$ cat src/rtl/det_pkg.sv
// Shared types and constants for the determinant-unit matrix loader.
package det_pkg;

    localparam int unsigned MAT_DIM  = 5;
    localparam int unsigned ELEM_W   = 8;
    localparam int unsigned FLAT_W   = MAT_DIM * MAT_DIM * ELEM_W;
    localparam int unsigned MIN_SIZE = 2;
    localparam int unsigned MAX_SIZE = 5;
    localparam int unsigned SIZE_W   = 3;
    localparam int unsigned IDX_W    = 5;
    localparam int unsigned CNT_W    = 4;

    typedef enum logic [1:0] {
        IDLE   = 2'd0,
        LOAD   = 2'd1,
        SETTLE = 2'd2,
        RESULT = 2'd3
    } state_t;

    // 5x5 identity laid out on the flat bus, element (r,c) at byte 5r+c.
    function automatic logic [FLAT_W-1:0] identity_flat();
        logic [FLAT_W-1:0] m;
        m = '0;
        for (int unsigned r = 0; r < MAT_DIM; r++) begin
            m[ELEM_W*(MAT_DIM*r + r) +: ELEM_W] = ELEM_W'(1);
        end
        return m;
    endfunction

    localparam logic [FLAT_W-1:0] A_IDENTITY = identity_flat();

    // True for matrix orders the determinant unit can handle.
    function automatic logic size_legal(input logic [SIZE_W-1:0] s);
        return (s >= SIZE_W'(MIN_SIZE)) && (s <= SIZE_W'(MAX_SIZE));
    endfunction

endpackage

$ cat src/rtl/det_matrix_loader.sv
// Streams an NxN matrix into the top-left of a 5x5 identity, waits for the
// determinant unit to settle, then holds its result under a ready/valid handshake.
module det_matrix_loader
    import det_pkg::*;
#(
    parameter int unsigned DET_LATENCY = 2
) (
    input  logic              clock,
    input  logic              reset,
    input  logic              start,
    input  logic [2:0]        mat_size,
    output logic              busy,
    output logic              size_error,
    input  logic              in_valid,
    output logic              in_ready,
    input  logic [7:0]        in_data,
    output logic [199:0]      A_flat,
    input  logic [7:0]        det_in,
    input  logic              ovf_in,
    output logic              res_valid,
    input  logic              res_ready,
    output logic [7:0]        res_det,
    output logic              res_overflow
);

    state_t              state_q;
    state_t              state_d;
    logic [SIZE_W-1:0]   n_q;
    logic [SIZE_W-1:0]   row_q;
    logic [SIZE_W-1:0]   col_q;
    logic [CNT_W-1:0]    cnt_q;

    logic                start_ok;
    logic                start_bad;
    logic                accept;
    logic                last_elem;
    logic                capture;
    logic [IDX_W-1:0]    elem_idx;

    // Flat-bus byte index of the element currently being written.
    assign elem_idx  = IDX_W'(row_q) * IDX_W'(MAT_DIM) + IDX_W'(col_q);
    assign last_elem = (row_q == n_q - SIZE_W'(1)) && (col_q == n_q - SIZE_W'(1));

    // State register.
    always_ff @(posedge clock) begin
        if (reset) begin
            state_q <= IDLE;
        end else begin
            state_q <= state_d;
        end
    end

    // Next-state logic and per-cycle control strobes.
    always_comb begin
        state_d   = state_q;
        start_ok  = 1'b0;
        start_bad = 1'b0;
        accept    = 1'b0;
        capture   = 1'b0;
        case (state_q)
            IDLE: begin
                if (start) begin
                    if (size_legal(mat_size)) begin
                        start_ok = 1'b1;
                        state_d  = LOAD;
                    end else begin
                        start_bad = 1'b1;
                    end
                end
            end
            LOAD: begin
                if (in_valid && in_ready) begin
                    accept = 1'b1;
                    if (last_elem) begin
                        state_d = SETTLE;
                    end
                end
            end
            SETTLE: begin
                if (cnt_q == '0) begin
                    capture = 1'b1;
                    state_d = RESULT;
                end
            end
            RESULT: begin
                if (res_valid && res_ready) begin
                    state_d = IDLE;
                end
            end
            default: state_d = IDLE;
        endcase
    end

    // Status outputs, registered from the next state.
    always_ff @(posedge clock) begin
        if (reset) begin
            busy       <= 1'b0;
            in_ready   <= 1'b0;
            size_error <= 1'b0;
        end else begin
            busy       <= (state_d != IDLE);
            in_ready   <= (state_d == LOAD);
            size_error <= start_bad;
        end
    end

    // Matrix bus and row/column/settle counters.
    always_ff @(posedge clock) begin
        if (reset) begin
            A_flat <= A_IDENTITY;
            n_q    <= '0;
            row_q  <= '0;
            col_q  <= '0;
            cnt_q  <= '0;
        end else begin
            if (start_ok) begin
                A_flat <= A_IDENTITY;
                n_q    <= mat_size;
                row_q  <= '0;
                col_q  <= '0;
            end
            if (accept) begin
                A_flat[{elem_idx, 3'b000} +: ELEM_W] <= in_data;
                if (col_q == n_q - SIZE_W'(1)) begin
                    col_q <= '0;
                    row_q <= row_q + SIZE_W'(1);
                end else begin
                    col_q <= col_q + SIZE_W'(1);
                end
                if (last_elem) begin
                    cnt_q <= CNT_W'(DET_LATENCY);
                end
            end
            if ((state_q == SETTLE) && (cnt_q != '0)) begin
                cnt_q <= cnt_q - CNT_W'(1);
            end
        end
    end

    // Result capture and hand-off.
    always_ff @(posedge clock) begin
        if (reset) begin
            res_valid    <= 1'b0;
            res_det      <= '0;
            res_overflow <= 1'b0;
        end else begin
            if (capture) begin
                res_valid    <= 1'b1;
                res_det      <= det_in;
                res_overflow <= ovf_in;
            end else if ((state_q == RESULT) && res_ready) begin
                res_valid <= 1'b0;
            end
        end
    end

endmodule

$ cat config.mk
export PLATFORM = sky130hd
export DESIGN_NAME = det_matrix_loader
export DESIGN_NICKNAME = d
export VERILOG_FILES = /design/src/rtl/det_pkg.sv /design/src/rtl/det_matrix_loader.sv
export SDC_FILE = /design/constraint.sdc
export NUM_CORES = 1
export LEC_CHECK = 0
export CAP_MARGIN = 10
export CORE_UTILIZATION = 40
export DETAILED_ROUTE_END_ITERATION = 16
export GPL_TIMING_DRIVEN = 0
export HOLD_SLACK_MARGIN = 0.05
export PLACE_DENSITY_LB_ADDON = 0.05
export SYNTH_ARGS = -nofsm -noshare
export SYNTH_HDL_FRONTEND = slang
export SYNTH_SLANG_ARGS = --single-unit
$ cat constraint.sdc
create_clock -name clock -period 3.5 [get_ports clock]
set_input_delay 1.05 -clock clock [delete_from_list [all_inputs] [get_ports clock]]
set_output_delay 1.05 -clock clock [all_outputs]
set_load 0.01 [all_outputs]
After elaboration in Yosys (flattened, before gate mapping). Index checks and enable logic that the tools add are counted.

Logic and storage cells: 77. RAM bits: 0. Output and inout port bits: 213. Input bits: 25. Memory bits (read-only): 0. Bits in latches: 0. Memories kept: 0. Register bits: 228.

Mux-type cells: 30. Magnitude comparators: 2. $add $sub $neg: 6. Eq/ne operators: 6. Shifts and indexed selects: 2. Divide/modulo/power cells: 0. Multipliers: 1. Bitwise gates (word level): 2. Reduce and logical (&&, ||, !) cells: 16.

Operator list (number): 200-bit two-way mux (3); 200-bit bitwise mux (1); 8-bit by 10-bit variable shift with 200-bit output, first input constant (1); 8-bit by 10-bit variable part select with 200-bit output (1); 3-bit two-way mux (6); 2-bit two-way mux (6); 4-bit two-way mux (3); 1-bit two-way mux (10); 8-bit negator with 10-bit output (1); 2-bit nonzero test (5); 2-bit case mux with 4 select lines (1); 3-bit by 1-bit adder with 3-bit output, second input constant (2); 3-bit equality test (2); 1-bit logical AND (6); 5-bit by 3-bit adder with 5-bit output (1); 3-bit by 3-bit multiplier with 5-bit output, second input constant (1); 2-bit by 1-bit equality test with 1-bit output, second input constant (2); 2-bit equality test, second input constant (2); 4-bit logical NOT (1); 4-bit nonzero test (1); 4-bit by 1-bit subtractor with 4-bit output, second input constant (1); 3-bit by 2-bit >= comparator with 1-bit output, second input constant (1); 3-bit less-or-equal comparator, second input constant (1); 3-bit OR reduction (1); 4 further kinds (5).

Longest topological paths before layout. Gate-level depths: netlist of run 1.

Word-level depth: 9. Gate-level depth with buffers: 12. Depth with buffers taken out: 9.

Worst setup path before layout of run 1. OpenSTA, ideal clock, no wires.

Path type: reg2reg. Start: reg row_q[0]. End: reg A_flat[56]. Period minus slack after synthesis: 2.977 ns. Buffers on the path: 1. Cell stages (with the launch flop): 9. Slack: 0.523 ns. Required time: 3.428 ns. Library setup time: 0.072 ns. Arrival: 2.905 ns. Cell sequence: dfxtp_1 > ha_1 > ha_1 > fa_1 > clkbuf_1 > nor3_2 > xnor3_2 > nor3_4 > mux2i_1.

Cells in the longest elaborated chain, start to end: 6. Elaborated cells between the ends (all ways): 7. Classes of those cells: 2 x add/sub; 1 x mul; 2 x shift; 2 x mux.

RTL lines: from (decl) (RTL line det_matrix_loader.sv:29) `logic [SIZE_W-1:0] row_q;`; from (signal assigned) (RTL line det_matrix_loader.sv:126) `row_q <= row_q + SIZE_W'(1);`; 3-bit by 3-bit multiplier with 5-bit output * (RTL line det_matrix_loader.sv:41) `assign elem_idx = IDX_W'(row_q) * IDX_W'(MAT_DIM) + IDX_W'(col_q);`; 5-bit by 3-bit adder with 5-bit output * (RTL line det_matrix_loader.sv:41); 8-bit negator with 10-bit output * (RTL line det_matrix_loader.sv:123) `A_flat[{elem_idx, 3'b000} +: ELEM_W] <= in_data;`; 8-bit by 10-bit variable part select with 200-bit output or 8-bit by 10-bit variable shift with 200-bit output (tied branches) (RTL line det_matrix_loader.sv:123); 200-bit bitwise mux * (RTL line det_matrix_loader.sv:123); 200-bit two-way mux * (RTL line det_matrix_loader.sv:122) `if (accept) begin`; to (signal, indexed assignment) (RTL line det_matrix_loader.sv:123); to (decl) (RTL line det_matrix_loader.sv:17) `output logic [199:0] A_flat,`.

Every way passes the cells marked *; elsewhere a longest branch is shown, timed or not. A chain may end at the register's enable or synchronous reset.

Final worst setup path of run 1.
Start: reg row_q[0]. End: reg A_flat[60].

Same word-level chain as after synthesis.

==> impl_metrics.ini, run 1 <==
[synthesis]
ys_ff_latch = 228
synthCells = 994
synth.mux.area_fraction_pct = 18.1
synth_cell_types = 58
synth.avg_cell_area_um2 = 9.46
synth_simple_gate_area_share_pct = 19.4
synth_area_mm2 = 0.00940
synthFlopType = dfxtp_1
synth-xor-area-share_pct = 1.96
synth_top_family_by_area = simple AND/OR/NAND/NOR gates
synth_edf_count = 0
synth_compound_area_share_pct = 6.31
yosysWarnings = 0
syn_nets = 1036
async_reset_ff_share_pct = 0
ys_seq_area_share_pct = 48.5
synth_fa_ha_area_share_pct = 2.34

[run]
drv_cap = 0

[power_and_ir_drop]
power.leakage_nw = 5.32
peakVddDrop_mv = 0.310
power.density_mw_per_mm2 = 408

[place]
place_inst = 1536
preCtsSetupSlack_ps = -793
place_area_mm2 = 0.0121
io_buffer_count = 229
place.gp.congestion = 0.874
hpwlAfterDp_um = 21100

[clocking]
htree_levels = 1
root_buffer = clkbuf_16
clk_latency_ps = 530
ctsHoldBuffers = 0
clkSlewWorstSetupHoldPaths_ps = 60
clockBufferDepth = 3
cts-buffers-inserted = 25
cts_tree = yes
clock_sinks = 228

[global_routing]
grt_pass1_vias = 7683
antenna_found_initial = 0
grt_max_degree = 13
grt_pass1_wl_um = 44800
track_usage_pct = 23.9
overflow = 0

[critical_path]
path_max_fanout = 10
critPathCaptureType = flop
cpPeakStageDelay_ps = 470
arrival_ps = 3740
start_kind = flop
cp_slowest_cell = dfxtp_1
cpMostUsedCell = ha_1
path_cells = ha_1 > ha_1 > fa_2 > xnor2_2 > xnor2_1 > o22ai_2 > buf_4 > buf_2 > nand3_1 > mux2i_1
crit_type = reg -> reg
critical_path.top_delay_family = adder cells
crit_buf_inv = 2
cp.required_ps = 3940

[routing]
drc = 0
drtIter0Drc = 342
first_pass_iters = 4
viasPerCell = 5.10
vias = 8041
ant_nets = 0
routedWlPerCell_um = 18.5
wl_um = 29200

[finish]
fin_cells = 1577
nets = 1294
drive_gt1_share_pct = 6.49
final_cell_area_mm2 = 0.0129
area_growth_pct = 37.2
final_common_cell = clkdlybuf4s50_1
layout_common_cells = clkdlybuf4s50_1 (229), dfxtp_1 (228), nand2_1 (224), mux2i_1 (169), nand3_1 (71)
diodes = 0

[sta]
slew_headroom_pct = 37.2
setup_viol = 0
hold_violations = 0
fin_setup_tns_ps = 0
skew_ps = 13.7
period_minus_slack_ps = 3290
hold_slack_ps = 456
drv_slew = 0
rsz0062_at_grt = no
worst_slack_ps = 207
worst_pin_slew_ps = 942
post-route-period-util_pct = 94.1
fmax_mhz = 304

[die]
dieArea_mm2 = 0.0241
design.core.area_mm2 = 0.0228
rows = 55
start_util_pct = 41.2
die_h_um = 155
die_w_um = 155
io_pins = 238

[status]
status = finished clean

[worst_hold_path]
hold_class = reg -> reg
## through the flow
step	util, %	power [mW]
final	56.5	5.27
after global routing	56.5	5.43
after CTS	56.3	5.31
after detailed placement	52.9	2.90
after global placement	52.9	2.90
after floorplan	-	2.79
## flip-flops by register name, indices dropped and copies added, names as in the netlist
register,count
A_flat,200
res_det,8
cnt_q,4
col_q,3
n_q,3
row_q,3
state_q,2
busy,1
in_ready,1
res_overflow,1
res_valid,1
size_error,1
## repair_timing
| item | CTS | global route |
|---|---|---|
| setup buffers | 4 | 0 |
| setup endpoints to repair | 129 | 184 |
| resized for setup | 4 | 17 |
| pin swaps | 2 | 0 |
## cell type report
type | count | area [um2]
Buffer | 63 | 267
Fill cell | 2148 | 9950
Inverter | 12 | 45.0
Tap cell | 313 | 392
Multi-Input combinational cell | 689 | 4580
Timing Repair Buffer | 233 | 2330
Clock buffer | 33 | 656
Sequential cell | 228 | 4560
Clock inverter | 6 | 61.3
## synth_stat cells (2+ instances only)
library cell / count / area (um2)
and3_1: 4 / 25.0
and4_1: 3 / 26.3
buf_1: 5 / 18.8
dfxtp_1: 228 / 4560
mux2i_1: 169 / 1690
ha_1: 16 / 200
xor2_1: 6 / 52.6
o211ai_1: 2 / 15.0
nand2_1: 224 / 841
nand4_1: 3 / 18.8
buf_4: 3 / 22.5
buf_2: 10 / 50.1
nor2_1: 27 / 101
nand3b_1: 2 / 15.0
a311oi_1: 2 / 17.5
o21ai_0: 31 / 155
a211oi_1: 2 / 15.0
nand3_1: 72 / 360
o22a_1: 2 / 17.5
and2_1: 7 / 43.8
nand3_2: 10 / 100
o2111ai_1: 3 / 26.3
inv_1: 12 / 45.0
nand2b_1: 4 / 25.0
a21oi_1: 28 / 140
a21boi_0: 3 / 22.5
a22o_1: 8 / 70.1
nand4_2: 2 / 25.0
clkbuf_1: 47 / 176
nor2b_1: 9 / 56.3
nor3_1: 11 / 55.1
nor4_1: 4 / 25.0
nor3b_1: 4 / 30.0
xnor2_1: 7 / 61.3
## final timing paths
kind	startpoint	end	slack [ps]	depth (start not counted)
worst max-delay path	row_q[0]	A_flat[60]	210	10
worst min register to register	A_flat[110]	A_flat[110]	460	2
worst min-delay path	A_flat[110]	A_flat[110]	460	2
worst max register to register	row_q[0]	A_flat[60]	210	10
## kinds of logic (layout without fill, tap and decap cells)
logic type,count (synthesis),in the layout
AND/OR/NAND/NOR,393,393
flip-flops,228,228
multiplexers,170,170
AO/OA/AOI/OAI,93,93
buffers and inverters,77,347
adder cells (fa/ha/maj),17,17
XOR/XNOR,16,16
## worst min-delay path, stage by stage (launching register included)
cell	delay, ps
dfxtp_1	300
nand2_1	50
mux2i_1	50
## report_power, final
group | internal, mW | switching, mW
sequential | 2.60 | 0.00472
combinational | 0.0649 | 0.178
clock | 1.38 | 1.04
total | 4.04 | 1.22
## layer usage
| layer | track usage (%) | wire length [um] | share of wire (%) |
|---|---|---|---|
| met5 | 0 | 0 | 0 |
| met4 | 6.63 | 632 | 2.2 |
| met3 | 5.57 | 2160 | 7.4 |
| met2 | 37.4 | 12800 | 44 |
| met1 | 32.9 | 13600 | 47 |
Note: power is estimated with default switching activity, not from simulation.
==> inputs of run 2 (changes only) <==
Settings changed: CAP_MARGIN 10 to 20.
Clock period 3.5 ns to 3.8 ns, I/O delays scaled along.
==> run 2 against run 1 <==
Global-route usage decreased by 0.066 points. Routed wire length decreased by 0.20%. Highest routed layer unchanged. Final area decreased by 0.66%. Critical path type unchanged. Power decreased by 7.9%.
==> impl_metrics.ini, run 2 (synthesis results as in run 1) <==
[finish]
layout_common_cells = clkdlybuf4s50_1 (229), dfxtp_1 (228), nand2_1 (224), mux2i_1 (169), nand3_1 (72)
drive_gt1_share_pct = 5.39
final_common_cell = clkdlybuf4s50_1
largest_register_ff_count = 200
reg_top3 = A_flat x200, res_det x8, cnt_q x4
nets = 1292
diodes = 0
fin_cells = 1575
area_growth_pct = 36.3
largest_register = A_flat

[clocking]
ctsHoldBuffers = 0
clock_sinks = 228
clockBufferDepth = 3
cts-buffers-inserted = 25
cts_resized = 1
clk_latency_ps = 530
clkSlewWorstSetupHoldPaths_ps = 60
cts_tree = yes
postCtsSetupRepairBufs = 0
htree_levels = 1
root_buffer = clkbuf_16

[routing]
drtIter0Drc = 365
vias = 8043
ant_nets = 0
viasPerCell = 5.11
drc = 0
routedWlPerCell_um = 18.5
first_pass_iters = 7
wl_um = 29200

[run]
drv_cap = 0

[critical_path]
r2r_end = A_flat[24]
start_kind = flop
critPathCaptureType = flop
cp.required_ps = 4200
crit_type = reg -> reg
arrival_ps = 4010
reg2reg_depth = 9
r2r_setup_slack_ps = 190
path_max_fanout = 10
worstReg2RegStart = row_q[0]

[global_routing]
overflow = 0
antenna_found_initial = 0
grt_max_degree = 13
grt_pass1_vias = 7649
track_usage_pct = 23.9
grt_pass1_wl_um = 44600

[power_and_ir_drop]
power.leakage_nw = 5.29
power.density_mw_per_mm2 = 378
power.total_mw = 4.85
peakVddDrop_mv = 0.285

[place]
io_buffer_count = 229
hpwlAfterDp_um = 21100
place_inst = 1536
place.gp.congestion = 0.874

[die]
start_util_pct = 41.2
io_pins = 238
design.core.area_mm2 = 0.0228
rows = 55
die_h_um = 155
die_w_um = 155
dieArea_mm2 = 0.0241

[sta]
drv_slew = 0
setup_viol = 0
post-route-period-util_pct = 94.9
skew_ps = 13.5
worst_pin_slew_ps = 951
hold_slack_ps = 455
fmax_mhz = 277
rsz0062_at_grt = no
period_minus_slack_ps = 3610
hold_violations = 0
slew_headroom_pct = 36.6

[worst_hold_path]
whs_path_depth = 2
hold_class = reg -> reg
hold_start = A_flat[119]
hold_path_end = A_flat[119]

[status]
status = finished clean
==> run 2: stage by stage <==
step	util, %	TNS, ps	area, um2	worst slack, ps
6_report	56.1	0	12800	193
5_1_grt	56.1	0	12800	29.8
4_1_cts	56.1	0	12800	97.0
3_5_place_dp	52.9	-45070	12100	-583
3_3_place_gp	52.9	-44300	12100	-560
2_1_floorplan	-	0	9400	823
==> run 2: where the power goes <==
part           switching, mW  leakage, nW  internal, mW
logic                  0.163         3.10        0.0591
clock network          0.956        0.348          1.27
registers            0.00428         1.84          2.40
total                   1.12         5.29          3.72
==> run 2: worst max-delay path, cell delays in order, from the launching register on <==
cell and delay (ps):
dfxtp_1 480, ha_1 290, ha_1 310, fa_1 420, xnor2_1 430, xnor2_1 260, o31ai_4 490, buf_4 310
nand3_2 300, mux2i_1 200
==> run 2: metal layers <==
layer	vias up	global-route usage, %	part of all wire, %
met5	-	0	0
met4	0	6.63	2.0
met3	39	5.57	7.6
met2	265	37.2	44
met1	3808	32.9	46
li1	3931	-	-
==> run 2: layout make-up <==
| type | instances | area, um2 |
|---|---|---|
| Clock buffer | 33 | 656 |
| Sequential cell | 228 | 4560 |
| Fill cell | 2158 | 10000 |
| Clock inverter | 6 | 61.3 |
| Inverter | 12 | 45.0 |
| Timing Repair Buffer | 229 | 2290 |
| Tap cell | 313 | 392 |
| Multi-Input combinational cell | 689 | 4530 |
| Buffer | 65 | 269 |
==> run 2: how the worst max path moves through the flow <==
stage	start	cells after the start	to	slack (ps)
2_1_floorplan	row_q[0]	8	A_flat[56]	820
3_3_place_gp	mat_size[1]	9	A_flat[122]	-560
3_5_place_dp	mat_size[1]	9	A_flat[126]	-580
4_1_cts	mat_size[1]	9	A_flat[126]	100
5_1_grt	row_q[0]	8	A_flat[126]	30
6_report	row_q[0]	9	A_flat[24]	190
==> inputs of run 3 (changes only) <==
Settings changed: GPL_TIMING_DRIVEN 0 to default.
==> run 3 against run 2 <==
Clock power is 4% higher. Sequential share of layout area down 0.14 points. Utilization increased by 0.22 points. First-iteration DRC count fell by 15%. Clock skew increased by 5.3 ps. Register-to-register slack better by 100 ps. Combinational power decreased by 4%. Routed wire length shrank 4.5%. Via count is 2.9% lower. Global-route usage fell by 0.88 points. Critical path type unchanged. Largest power group unchanged.
==> impl_metrics.ini, run 3 (synthesis results as in run 1) <==
[status]
status = finished clean

[global_routing]
overflow = 0
grt_max_degree = 180
grt_pass1_vias = 7543
antenna_found_initial = 0
grt_pass1_wl_um = 43200
track_usage_pct = 23.0

[critical_path]
arrival_ps = 3960
start_kind = flop
crit_type = reg -> reg
cp_slowest_cell = xor2_1
cpMostUsedCell = ha_1
cpPeakStageDelay_ps = 560
cp.required_ps = 4250
critPathCaptureType = flop
path_cells = ha_1 > ha_1 > fa_1 > xor2_1 > nor3_2 > xnor3_2 > nor3_4 > mux2i_1
path_max_fanout = 8

[clocking]
ctsHoldBuffers = 0
cts_tree = yes
clockBufferDepth = 3
root_buffer = clkbuf_16
clk_latency_ps = 530
postCtsSetupRepairBufs = 0
htree_levels = 1
cts_resized = 0
clock_sinks = 228
clkSlewWorstSetupHoldPaths_ps = 60
cts-buffers-inserted = 25

[routing]
first_pass_iters = 5
drc = 0
vias = 7812
viasPerCell = 5.06
wl_um = 27900
ant_nets = 0
drtIter0Drc = 310
routedWlPerCell_um = 18.0

[finish]
area_growth_pct = 36.8
largest_register_ff_count = 200
fin_cells = 1544
reg_top3 = A_flat x200, res_det x8, cnt_q x4
diodes = 0
final_common_cell = clkdlybuf4s50_1
nFillCells = 2091
layout_common_cells = clkdlybuf4s50_1 (236), dfxtp_1 (228), nand2_1 (224), mux2i_1 (169), nand3_1 (72)
drive_gt1_share_pct = 6.58
final_core_util_pct = 56.3
nets = 1261
largest_register = A_flat

[die]
die_w_um = 155
die_h_um = 155
rows = 55
start_util_pct = 41.2
io_pins = 238
dieArea_mm2 = 0.0241
design.core.area_mm2 = 0.0228

[sta]
drv_slew = 0
setup_viol = 0
worst_slack_ps = 292
period_minus_slack_ps = 3510
fin_setup_tns_ps = 0
hold_violations = 0
fmax_mhz = 285
slew_headroom_pct = 34.5
skew_ps = 18.8
post-route-period-util_pct = 92.3
rsz0062_at_grt = no
worst_pin_slew_ps = 982

[power_and_ir_drop]
power.density_mw_per_mm2 = 382
power.total_mw = 4.91
power.leakage_nw = 5.34
peakVddDrop_mv = 0.282

[place]
place_inst = 1505
io_buffer_count = 237
preCtsSetupSlack_ps = 347
hpwlAfterDp_um = 19400
place.gp.congestion = 0.877

[run]
drv_cap = 0

[worst_hold_path]
hold_class = reg -> reg
run 3: cell count changes in the layout (fill, tap and decap cells not counted), moves of 3 or more:
cell,previous run,this run
a21boi_0,3,0
buf_1,4,0
a21boi_1,0,3
clkdlybuf4s50_1,229,236
clkbuf_1,55,9
buf_2,10,1
buf_4,3,25
run 3: power breakdown:
group / internal, mW / switching (mW)
registers: 2.40 / 0.00639
clock network: 1.35 / 0.943
logic: 0.0676 / 0.146
run 3: cell type report:
type / instances / area [um2] / share of cell area, %
Timing Repair Buffer: 263 / 2570 / 20.0
Tap cell: 313 / 392 / 3.04
Clock inverter: 4 / 70.1 / 0.545
Inverter: 12 / 45.0 / 0.350
Multi-Input combinational cell: 689 / 4540 / 35.3
Sequential cell: 228 / 4560 / 35.5
Clock buffer: 35 / 673 / 5.23
run 3: critical path: cells and delay by family, from the launching register on:
kind / cells / cell delay (ps)
flip-flops: 1 / 500
adder cells (fa/ha/maj): 3 / 1030
AND/OR/NAND/NOR: 2 / 680
XOR/XNOR: 2 / 980
multiplexers: 1 / 240
run 3: path summary, 6_finish.rpt:
path          startpoint           to  slack, ps  depth (start not counted)
max             row_q[2]   A_flat[60]        290                          8
min          A_flat[123]  A_flat[123]        460                          2
max reg2reg     row_q[2]   A_flat[60]        290                          8
min reg2reg  A_flat[123]  A_flat[123]        460                          2
run 3: metal layers:
metal	wire [um]	GRT usage, %	vias to the layer above
li1	-	-	3862
met1	12800	30.9	3675
met2	12400	36.4	232
met3	2040	5.65	43
met4	621	6.68	0
met5	0	0	-
run 3: per-stage QoR:
stage	cell area, um2	hold slack (ps)
2_1_floorplan	9400	474
3_3_place_gp	12100	442
3_5_place_dp	12100	445
4_1_cts	12900	460
5_1_grt	12900	474
6_report	12900	457
